$ cat src/rtl/sort_pkg.sv
// sort_pkg: shared helpers for the wide_sort_pipe odd-even transposition sorter.
//   clog2 - ceiling log2 with a floor of 1, so single-value fields
//           still get one bit.
package sort_pkg;

  function automatic int clog2(input int v);
    int r;
    r = 1;
    while ((1 << r) < v) r = r + 1;
    return r;
  endfunction

endpackage

$ cat src/rtl/sort_cmp_swap.sv
// sort_cmp_swap: one compare-exchange cell, purely combinational.
// Lanes are packed {key, tag, idx} with the key in the top N bits.
//   i_lo, i_hi : lanes at positions i and i+1
//   i_desc     : 0 = ascending, 1 = descending
//   o_lo, o_hi : ordered lanes
// Equal keys never swap, which keeps the whole network stable.
module sort_cmp_swap #(
  parameter int N = 4,
  parameter int W = 12
) (
  input  logic [W-1:0] i_lo,
  input  logic [W-1:0] i_hi,
  input  logic         i_desc,
  output logic [W-1:0] o_lo,
  output logic [W-1:0] o_hi
);

  logic [N-1:0] w_klo, w_khi;
  logic         w_swap;

  assign w_klo  = i_lo[W-1 -: N];
  assign w_khi  = i_hi[W-1 -: N];
  assign w_swap = i_desc ? (w_klo < w_khi) : (w_klo > w_khi);
  assign o_lo   = w_swap ? i_hi : i_lo;
  assign o_hi   = w_swap ? i_lo : i_hi;

endmodule

$ cat src/rtl/wide_sort_pipe.sv
// wide_sort_pipe: M-stage pipelined odd-even transposition sorter.
//   Clk, Reset          : clock, async active-high reset
//   InValid/InReady     : input handshake; X, XTag, InDesc sampled on accept
//   OutValid/OutReady   : output handshake; Y, YTag, YIdx, YDesc from last stage
//   Count               : vectors currently in flight (0..M)
// Stage s compare-exchanges pairs (i,i+1) with i%2 == s%2, then registers.
// A single global enable stalls every stage together, so occupancy
// can never exceed M.
module wide_sort_pipe
  import sort_pkg::*;
#(
  parameter int N = 4,
  parameter int M = 4,
  parameter int T = 4
) (
  input  logic                  Clk,
  input  logic                  Reset,
  input  logic                  InValid,
  output logic                  InReady,
  input  logic                  InDesc,
  input  logic [N-1:0]          X     [M],
  input  logic [T-1:0]          XTag  [M],
  output logic                  OutValid,
  input  logic                  OutReady,
  output logic [N-1:0]          Y     [M],
  output logic [T-1:0]          YTag  [M],
  output logic [clog2(M)-1:0]   YIdx  [M],
  output logic                  YDesc,
  output logic [clog2(M+1)-1:0] Count
);

  localparam int IW = clog2(M);
  localparam int CW = clog2(M+1);
  localparam int LW = N + T + IW;

  typedef struct packed {
    logic [N-1:0]  key;
    logic [T-1:0]  tag;
    logic [IW-1:0] idx;
  } lane_t;

  logic          w_adv, w_acc, w_dec;
  lane_t         w_src [M][M];   // stage s input lanes
  lane_t         w_nxt [M][M];   // stage s output lanes, pre-register
  logic          w_dsrc [M];
  lane_t         r_lane [M][M];
  logic [M-1:0]  r_vld_pipe;
  logic [M-1:0]  r_desc;
  logic [CW-1:0] r_cnt;

  assign w_adv   = ~r_vld_pipe[M-1] | OutReady;
  assign InReady = w_adv & ~Reset;
  assign w_acc   = InValid & InReady;
  assign w_dec   = r_vld_pipe[M-1] & OutReady;

  for (genvar s = 0; s < M; s++) begin : g_stage
    if (s == 0) begin : g_in
      assign w_dsrc[s] = InDesc;
    end else begin : g_prev
      assign w_dsrc[s] = r_desc[s-1];
    end
    for (genvar i = 0; i < M; i++) begin : g_lane
      if (s == 0) begin : g_ld
        assign w_src[s][i] = lane_t'{X[i], XTag[i], IW'(i)};
      end else begin : g_fw
        assign w_src[s][i] = r_lane[s-1][i];
      end
      if (((i % 2) == (s % 2)) && (i + 1 < M)) begin : g_pair
        sort_cmp_swap #(.N(N), .W(LW)) u_cs (
          .i_lo   (w_src[s][i]),
          .i_hi   (w_src[s][i+1]),
          .i_desc (w_dsrc[s]),
          .o_lo   (w_nxt[s][i]),
          .o_hi   (w_nxt[s][i+1])
        );
      end else if (!((i > 0) && (((i - 1) % 2) == (s % 2)))) begin : g_pass
        // edge lane with no partner this stage
        assign w_nxt[s][i] = w_src[s][i];
      end
    end
  end

  always_ff @(posedge Clk or posedge Reset) begin
    if (Reset) begin
      r_vld_pipe <= '0;
      r_desc     <= '0;
      for (int s = 0; s < M; s++)
        for (int i = 0; i < M; i++)
          r_lane[s][i] <= '0;
    end else if (w_adv) begin
      r_vld_pipe <= {r_vld_pipe[M-2:0], w_acc};
      r_desc     <= {r_desc[M-2:0], InDesc};
      for (int s = 0; s < M; s++)
        for (int i = 0; i < M; i++)
          r_lane[s][i] <= w_nxt[s][i];
    end
  end

  always_ff @(posedge Clk or posedge Reset) begin
    if (Reset) begin
      r_cnt <= '0;
    end else begin
      case ({w_acc, w_dec})
        2'b10:   r_cnt <= r_cnt + 1'b1;
        2'b01:   r_cnt <= r_cnt - 1'b1;
        default: r_cnt <= r_cnt;
      endcase
    end
  end

  for (genvar i = 0; i < M; i++) begin : g_out
    assign Y[i]    = r_lane[M-1][i].key;
    assign YTag[i] = r_lane[M-1][i].tag;
    assign YIdx[i] = r_lane[M-1][i].idx;
  end
  assign OutValid = r_vld_pipe[M-1];
  assign YDesc    = r_desc[M-1];
  assign Count    = r_cnt;

endmodule

$ cat config.mk
export PLATFORM = sky130hd
export DESIGN_NAME = wide_sort_pipe
export DESIGN_NICKNAME = d
export VERILOG_FILES = /design/src/rtl/sort_pkg.sv /design/src/rtl/sort_cmp_swap.sv /design/src/rtl/wide_sort_pipe.sv
export SDC_FILE = /design/constraint.sdc
export NUM_CORES = 1
export LEC_CHECK = 0
export ABC_AREA = 1
export ABC_CLOCK_PERIOD_IN_PS = 6600
export CAP_MARGIN = 20
export CORE_UTILIZATION = 45
export CTS_CLUSTER_DIAMETER = 100
export DETAILED_ROUTE_END_ITERATION = 12
export GPL_ROUTABILITY_DRIVEN = 0
export PLACE_DENSITY_LB_ADDON = 0.1
export RECOVER_POWER = 50
export SETUP_SLACK_MARGIN = 0.02
export SLEW_MARGIN = 20
export SYNTH_ARGS = -nofsm -noshare
export SYNTH_HDL_FRONTEND = slang
export SYNTH_SLANG_ARGS = --single-unit
$ cat constraint.sdc
create_clock -name Clk -period 6.6 [get_ports Clk]
set_input_delay 0.99 -clock Clk [delete_from_list [all_inputs] [get_ports Clk]]
set_output_delay 0.99 -clock Clk [all_outputs]
set_load 0.03 [all_outputs]
-- Word level (Yosys, flattened, before mapping)
Index checks and enable logic that the tools add are counted.
- flip-flop bits (word level): 171
- output and inout bits: 46
- logic and storage cells: 93
- add/sub/neg operators: 2
- $lt $le $gt $ge: 12
- equality and inequality tests: 2
- mux-type cells: 19
- bitwise logic cells: 6
- reduce and logical (&&, ||, !) cells: 1
- operators with widths (kind ; count):
    two-way mux 10 bit ; 12
    > comparator 4 bit ; 6
    < comparator 4 bit ; 6
    two-way mux 1 bit ; 6
    case mux 3 bit (2 select lines) ; 1
    adder 3 x 1 -> 3 bit, second input constant ; 1
    AND 1 bit ; 3
    subtractor 3 x 1 -> 3 bit, second input constant ; 1
    equality test 2 x 1 -> 1 bit, second input constant ; 1
    equality test 2 bit, second input constant ; 1
    inverter 1 bit ; 2
    nonzero test 2 bit ; 1
    bitwise OR 1 bit ; 1

-- Longest topological paths before layout
Gate-level depths: netlist (run 1).
- depth in word-level cells: 6
- mapped depth: 13
- depth with buffers taken out: 12

-- By module
A second synthesis (run 1) with hierarchy kept.
- cells, all modules: 1274
- area, all modules: 9970.8 um^2
- modules (own cells, without submodules) (module ; times used ; cells an instance ; area each (um^2) ; sequential area each (um^2)):
    wide_sort_pipe ; 1 ; 740 ; 6817.8 ; 4279.1
    sort_cmp_swap ; 6 ; 89 ; 525.5 ; 0.0

-- Least setup slack after synthesis (run 1)
No wires, ideal clock.
- kind: in2reg
- start point: input OutReady
- end point: register r_cnt[1], in the netlist Count[1]
- library setup time: 83 ps
- arrival time: 2591 ps
- data required time: 6517 ps
- slack: 3926 ps
- stages: 8
- buffers on the path: 1
- path through: nor2_4 -> buf_2 -> nor2_1 -> nand2_1 -> ha_1 -> inv_1 -> fa_1 -> o21ai_0
- word-level cells in the longest chain between the ends: 5
- elaborated cells between the ends (all ways): 8
- ends and longest elaborated chain (item ; RTL line ; text):
    from (decl) ; wide_sort_pipe.sv:24 ; input logic OutReady,
    bitwise OR 1 bit * ; wide_sort_pipe.sv:51 ; assign w_adv = ~r_vld_pipe[M-1] | OutReady;
    AND 1 bit * ; wide_sort_pipe.sv:52 ; assign InReady = w_adv & ~Reset;
    net InReady ; wide_sort_pipe.sv:19 ; output logic InReady,
    AND 1 bit * ; wide_sort_pipe.sv:53 ; assign w_acc = InValid & InReady;
    equality test 2 x 1 -> 1 bit or equality test 2 bit (tied branches) ; wide_sort_pipe.sv:103 ; case ({w_acc, w_dec})
    case mux 3 bit (2 select lines) or nonzero test 2 bit (tied branches) ; - ;
    to (signal assigned) ; wide_sort_pipe.sv:104 ; 2'b10: r_cnt <= r_cnt + 1'b1;
    to (signal assigned) ; wide_sort_pipe.sv:105 ; 2'b01: r_cnt <= r_cnt - 1'b1;
    to (signal assigned) ; wide_sort_pipe.sv:106 ; default: r_cnt <= r_cnt;
    to (decl) ; wide_sort_pipe.sv:49 ; logic [CW-1:0] r_cnt;
The timed path passes the listed nets; every way through them passes the cells marked *.
A chain may end at the register's enable or synchronous reset.

==> results summary, run 1 <==
The number of stages on the worst hold path came out at 2. The fraction of layout cells with a size suffix above 1 is 0.0574. The maximum fanout along the worst path is 93. The number of antenna repair diodes came out at 0.

The number of nets in the synthesized netlist is 1217. The final count of pins violating max slew came to 94. The worst reg2reg path depth came out at 8. The detailed router placed 7088 vias in this run. The total number of placement rows came out at 51.

STA classifies the critical path startpoint as an input port. The critical path arrival came out at 4790 ps. The analysis attributes to cell leakage a power of 5.27 nW. Setup repair after global routing left no endpoint under its margin. The clock transition time at the flip-flop clock pins of the worst setup and hold paths is 60 ps. The number of vias per cell after detailed routing came out at 4.95.

The checks that failed: max-capacitance violations, max-slew violations. In this run the critical register-to-register path is launched from r_lane[89]. The setup path with the least slack is of type in2async. The overall overflow remaining after global route is 0. The timing-limited maximum frequency is 0.229 GHz.

The sum of internal, switching and leakage power came out at 5.58 mW. The number of buffers inserted to repair setup after CTS is 0. The die boundary height came out at 143 um. The share of power burned in combinational logic came out at 0.506. Cell internal power was estimated by the tool at 3.06 mW. After detailed routing, the average wire length per cell comes to 12.9 um. The power per cell area came out at 557 nW/um^2.

The share of total power dissipated in the clock network is 0.175. The deepest clock path buffer count came out at 2. The count of final hold-check violations is 0. The final-stage net count came out at 1219.

Clock tree synthesis selected as its root buffer the cell clkbuf_16. The number of optimization iterations in the first detailed-route pass is 5. For this block, the initial DRC count from the detailed router was 425. The horizontal die dimension is 143 um. The pin count of the biggest net entering global routing is 150.

During I/O placement, the number of pins put on the boundary was 83. The tool flagged a number of max-cap violations equal to 1. The number of global-route vias before repair is 6355. The floorplan step defined a die boundary enclosing 20400 um^2.

The final layout contains routed wiring with a total length of 18500 um. The worst hold path begins at r_vld_pipe[2]. The fraction of post-synthesis cell area in the top cell type by area is 0.468. The initial cell density of the core is 0.459.

In this run, synthesis produced a sequential element count of 167. The total number of yosys warnings is 0. The analysis attributes to net switching a power of 2.52 mW. The part of the Yosys area used for sequential elements is 0.468. The area added between synthesis and finish is 12.2%.

The async set or reset register ratio after synthesis came out at 1.00. The final critical path time including I/O delays and setup came out at 4370 ps. The number of setup violations in the final report came out at 0. The tightest min-delay check is of the reg2reg type. After clock tree synthesis, the repair step resized 0 gates.

Clock skew on the completed layout was measured at 8.75 ps. By area the synthesized netlist is led by dfrtp_1 47%, nand2_1 18%, nand3_1 12%. The transition time of the tightest slew-check pin came out at 4100 ps. Counting the buffers created by CTS gives 17. The detail route stage leaves a number of antenna-violating nets equal to 0.

Summed over all nets, the half-perimeter wirelength after detailed placement is 12400 um. The most used flip-flop cell after synthesis is dfrtp_1. STA classifies the critical path endpoint as an async pin.

The ratio of final minimum period to clock period came out at 0.662. The flow ran to the end, but the final reports show violations. The number of DRC violations after detailed routing came out at 0.

The overall fraction of global-route tracks in use came out at 0.196. The count of cell types in the netlist came out at 27. The normalized max-slew margin came out at -1.75.

The sink count of the clock tree came out at 167. The maximum resistive drop on vdd is 0.209 mV. The H-tree generated during clock tree synthesis spans 4 levels. The clock insertion delay at the later pin of the skew report is 430 ps. For the final routed database, the setup TNS stands at 0 ps. The first global-routing pass estimated 31400 um of wire. The worst register-to-register path ends at r_lane[54].

Of the total power, registers draw 0.319. The worst-case hold path end point is r_vld_pipe[3]. The number of antenna violations at the first check in global routing is 0. The cell type with the highest aggregate area in the netlist is dfrtp_1. In this run the mean area of a mapped cell was 7.74 um^2. The synthesized area came out at 8940 um^2. The clock tree from TritonCTS is built. The number of buffers inserted for hold repair after clock tree synthesis is 0.

Counting flops with a built-in enable in the synthesized netlist gives 0. The net switching fraction of the power is 0.451. The cell count after synthesis is 1154. The number of I/O port buffers came out at 82. Data on the critical path is required at its endpoint by 7020 ps. The post-route core utilization is 0.515. The placeable core area came out at 19500 um^2. The register-to-register setup slack came out at 3920 ps.
[through the flow]
stage | setup slack (ps) | std cells | instance area [um^2] | hold WS, ps
3_5_place_dp | 2660 | 1402 | 9490 | 456
4_1_cts | 2660 | 1433 | 10100 | 469
5_1_grt | 1330 | 1433 | 10000 | 488
6_report | 2230 | 1433 | 10000 | 460
2_1_floorplan | 1090 | 1154 | 8940 | 419
3_3_place_gp | 2710 | 1402 | 9490 | 443
[worst max-delay path, cell delays in order]
cell and delay (ps):
clkdlybuf4s50_1 430, clkinvlp_2 2300, buf_4 1010
[power by group through the flow]
stage / registers, mW / logic, mW / clock network (mW)
5_1_grt: 1.84 / 3.25 / 1.03
3_5_place_dp: 1.81 / 2.90 / 0
4_1_cts: 1.79 / 2.92 / 1.00
6_report: 1.78 / 2.82 / 0.977
3_3_place_gp: 1.80 / 2.85 / 0
2_1_floorplan: 1.76 / 2.41 / 0
[layer usage]
metal / global-route usage / wire length [um] / up-vias
li1: - / - / 3630
met1: 0.288 / 9230 / 3310
met2: 0.293 / 8400 / 121
met3: 0.0315 / 548 / 27
met4: 0.0662 / 308 / 0
met5: 0 / 0 / -
[how the worst max path moves through the flow]
stage,from,to,slack (ps)
finish,Reset,YIdx[6],2230
global route,Reset,r_lane[75],1330
CTS,OutReady,InReady,2660
detailed placement,OutReady,InReady,2660
global placement,OutReady,InReady,2710
floorplan,Reset,Count[0],1090
[sequential cells by signal, indices dropped and copies added, names as in the netlist]
register / count
r_lane: 116
YIdx: 8
YTag: 16
Y: 16
r_desc: 4
Count: 3
r_vld_pipe: 4
[synth_stat cells, types with 2 or more instances]
cell type and n:
buf_6 4, o21ai_0 30, nor2_1 9, nand2_2 16, o21a_1 2, inv_2 2, o22ai_1 2, xnor2_1 2
nand3_1 211, a21oi_2 3, buf_4 46, nand2_1 417, buf_2 41, dfrtp_1 167, nand3_2 13, nand2_4 4
clkbuf_1 10, inv_1 124, a21oi_1 4, ha_1 25, nand4_1 16
[cells by family after synthesis]
| kind of cell | after synthesis | synth area share |
|---|---|---|
| flops | 167 | 0.468 |
| buf+inv | 228 | 0.124 |
| simple gates | 689 | 0.343 |
| fa+ha+maj | 26 | 0.0372 |
| compound gates | 42 | 0.0260 |
| xor+xnor | 2 | 0.00196 |
[area by class of cell]
class | instances | area [um^2]
sequential | 167 | 4180
clock inverter | 8 | 96.3
tap | 265 | 332
multi-input combinational | 759 | 3610
clock buffer | 23 | 488
timing repair buffer | 85 | 843
inverter | 126 | 479
fill | 1938 | 9440
[cell usage in the layout, fill, tap and decap left out, types with 5 or more instances in the layout]
cell type	count
o21ai_0	30
nand2_2	16
ha_1	25
clkdlybuf4s50_1	36
clkbuf_16	17
nor2_1	9
nand3_2	5
dfrtp_1	167
nand2_1	417
dlygate4sd3_1	46
inv_1	123
nand4_1	16
nand3_1	219
Note: power is estimated with default switching activity, not from simulation.
==> run 2: changes to the inputs <==
ABC_CLOCK_PERIOD_IN_PS = 3700   (was 6600)
clock period = 3.7 ns   (was 6.6 ns; I/O delays follow)
==> results summary, run 2 (same netlist as run 1, synthesis figures left out) <==
The register-to-register setup slack came to 1200 ps (was 3920 ps). The fraction of layout cells with a size suffix above 1 came to 0.0738 (was 0.0574). The routed wire length came out at 18600 um (was 18500 um). The library cell used as clock root buffer is clkbuf_16 (unchanged).

The setup TNS came out at 0 ps (unchanged). The clock tree from TritonCTS is built (unchanged). The number of levels in the clock H-tree came out at 4 (unchanged). The number of I/O port buffers was 82 (unchanged). The vias after detailed routing was 7061 (was 7088).

The launch point of the worst hold path is r_vld_pipe[2] (unchanged). The total number of placement rows is 51 (unchanged). The number of buffers inserted to repair setup after CTS came out at 0 (unchanged). The timing-limited maximum frequency came out at 0.365 GHz. The sink count of the clock tree came out at 167 (unchanged). The area added between synthesis and finish came out at 14.3% (was 12.2%).

The placeable core area is 19500 um^2 (unchanged). The maximum clock skew at final layout is 11.4 ps (was 8.75 ps). The number of global-route vias before repair is 6568 (was 6355). The ratio of final minimum period to clock period is 0.741. The horizontal die dimension is 143 um (unchanged).

The number of DRC violations after detailed routing came out at 0 (unchanged). The final count of pins violating max slew is 0 (was 94). The class of the most critical hold timing path is reg2reg (unchanged).

The deepest clock path buffer count is 2 (unchanged). RSZ-0062 raised after global routing: false (unchanged). The worst reg2reg path depth was 9 (was 8). The post-route core utilization came out at 0.525 (was 0.515). The overall fraction of global-route tracks in use came to 0.204 (was 0.196). The maximum fanout along the worst path is 4 (was 93).

The flip-flop count of the largest register after layout is 116 (unchanged). The power per cell area is 1010 nW/um^2 (was 557 nW/um^2). The number of setup violations in the final report is 0 (unchanged). The area of the die was 20400 um^2 (unchanged).

The type of origin of the critical path is an input port (unchanged). The number of placed I/O pins was 83 (unchanged). The normalized max-slew margin came out at 0.0445 (was -1.75). The overall overflow remaining after global route came out at 0 (unchanged). The die boundary height came to 143 um (unchanged). Commonest cells after routing, fill and taps aside: 417 x nand2_1, 211 x nand3_1, 167 x dfrtp_1, 123 x inv_1, 80 x clkdlybuf4s50_1 (was 417 x nand2_1, 219 x nand3_1, 167 x dfrtp_1, 123 x inv_1, 46 x dlygate4sd3_1).

The initial DRC count came to 404 (was 425). The number of vias per cell after detailed routing came to 4.89 (was 4.95). The nature of the critical path endpoint was an output port (was async pin).

The clock transition time at the flip-flop clock pins of the worst setup and hold paths came out at 70 ps (was 60 ps). The detailed-route wire length per cell came out at 12.9 um (about the same). Counting I/O delays and the setup requirement, the final critical path takes 2740 ps. Outcome: completed (was complete, but fails checks). The TritonCTS buffer count is 17 (unchanged). The register with the most flip-flops is r_lane (unchanged). The count of final hold-check violations is 0 (unchanged). The endpoint of the worst register-to-register path is r_lane[49] (was r_lane[54]). The number of optimization iterations in the first detailed-route pass is 5 (unchanged). The number of buffers inserted for hold repair after clock tree synthesis came out at 0 (unchanged). The count of nets left with antenna violations after detail routing came out at 0 (unchanged). The number of antenna violations at the first check in global routing is 0 (unchanged). The startpoint-to-endpoint class of the critical path is in2out (was in2async).

The clock insertion delay at the later pin of the skew report came to 430 ps (about the same). The number of gates resized after cts is 0 (unchanged). The most frequent standard cell in the layout excluding fill and tap cells is nand2_1 (unchanged).

The pin count of the biggest net entering global routing is 71 (was 150). The maximum resistive drop on vdd is 0.425 mV (was 0.209 mV). The final-stage net count is 1229 (was 1219). The worst-case hold path end point is r_vld_pipe[3] (unchanged). The static leakage came out at 5.35 nW (was 5.27 nW).

The global-route wire length before repair came out at 32900 um (was 31400 um). The number of stages on the worst hold path was 2 (unchanged). The number of antenna repair diodes came out at 0 (unchanged).

The transition time of the tightest slew-check pin is 1430 ps (was 4100 ps). The initial cell density of the core was 0.459 (unchanged). The critical path arrival was 2190 ps (was 4790 ps). The number of maximum-capacitance constraint violations came to 0 (was 1). The placed wire-length estimate is 13100 um (was 12400 um).

The data required time of the critical path is 3140 ps (was 7020 ps). The launch point of the worst reg-to-reg path is r_lane[89] (unchanged).
==> run 2: how the worst max path moves through the flow <==
stage	to	slack, ps	startpoint	cells after the start
after CTS	InReady	1170	OutReady	4
after global placement	r_lane[140]	1100	X[11]	8
final	InReady	960	OutReady	4
after global routing	r_lane[71]	740	OutReady	6
after detailed placement	r_lane[140]	1060	X[11]	8
after floorplan	Count[0]	1020	Reset	1
==> run 2: area by class of cell <==
cell class / count / area, um^2
fill: 1947 / 9250
sequential: 167 / 4180
multi-input combinational: 759 / 3640
timing repair buffer: 95 / 946
inverter: 126 / 479
clock buffer: 18 / 439
tap: 265 / 332
clock inverter: 14 / 196
==> run 2: worst max-delay path, stage by stage <==
cell and delay (ps):
dlygate4sd3_1 560, nor2_1 360, nor2_1 100, clkdlybuf4s50_1 610
==> run 2: layer usage <==
metal,vias to the layer above,track usage,wire [um]
met1,3286,0.300,9310
li1,3630,-,-
met5,-,0,0
met4,0,0.0685,288
met2,127,0.308,8430
met3,18,0.0298,573
==> run 2: through the flow <==
stage                     area [um^2]  hold WS, ps  power (mW)  setup WS, ps  std cells
after floorplan                  8940          419        7.43          1020       1154
final                           10200          457        10.3           959       1444
after CTS                       10300          460        10.4          1170       1444
after detailed placement         9620          440        8.46          1060       1412
after global routing            10200          475        11.3           741       1444
after global placement           9600          446        8.37          1100       1411
==> run 2: report_power, final <==
part           total [mW]  switching (mW)  internal [mW]
combinational        5.19            3.35           1.84
sequential           3.18           0.465           2.72
clock                1.89           0.741           1.15
total                10.3            4.56           5.71
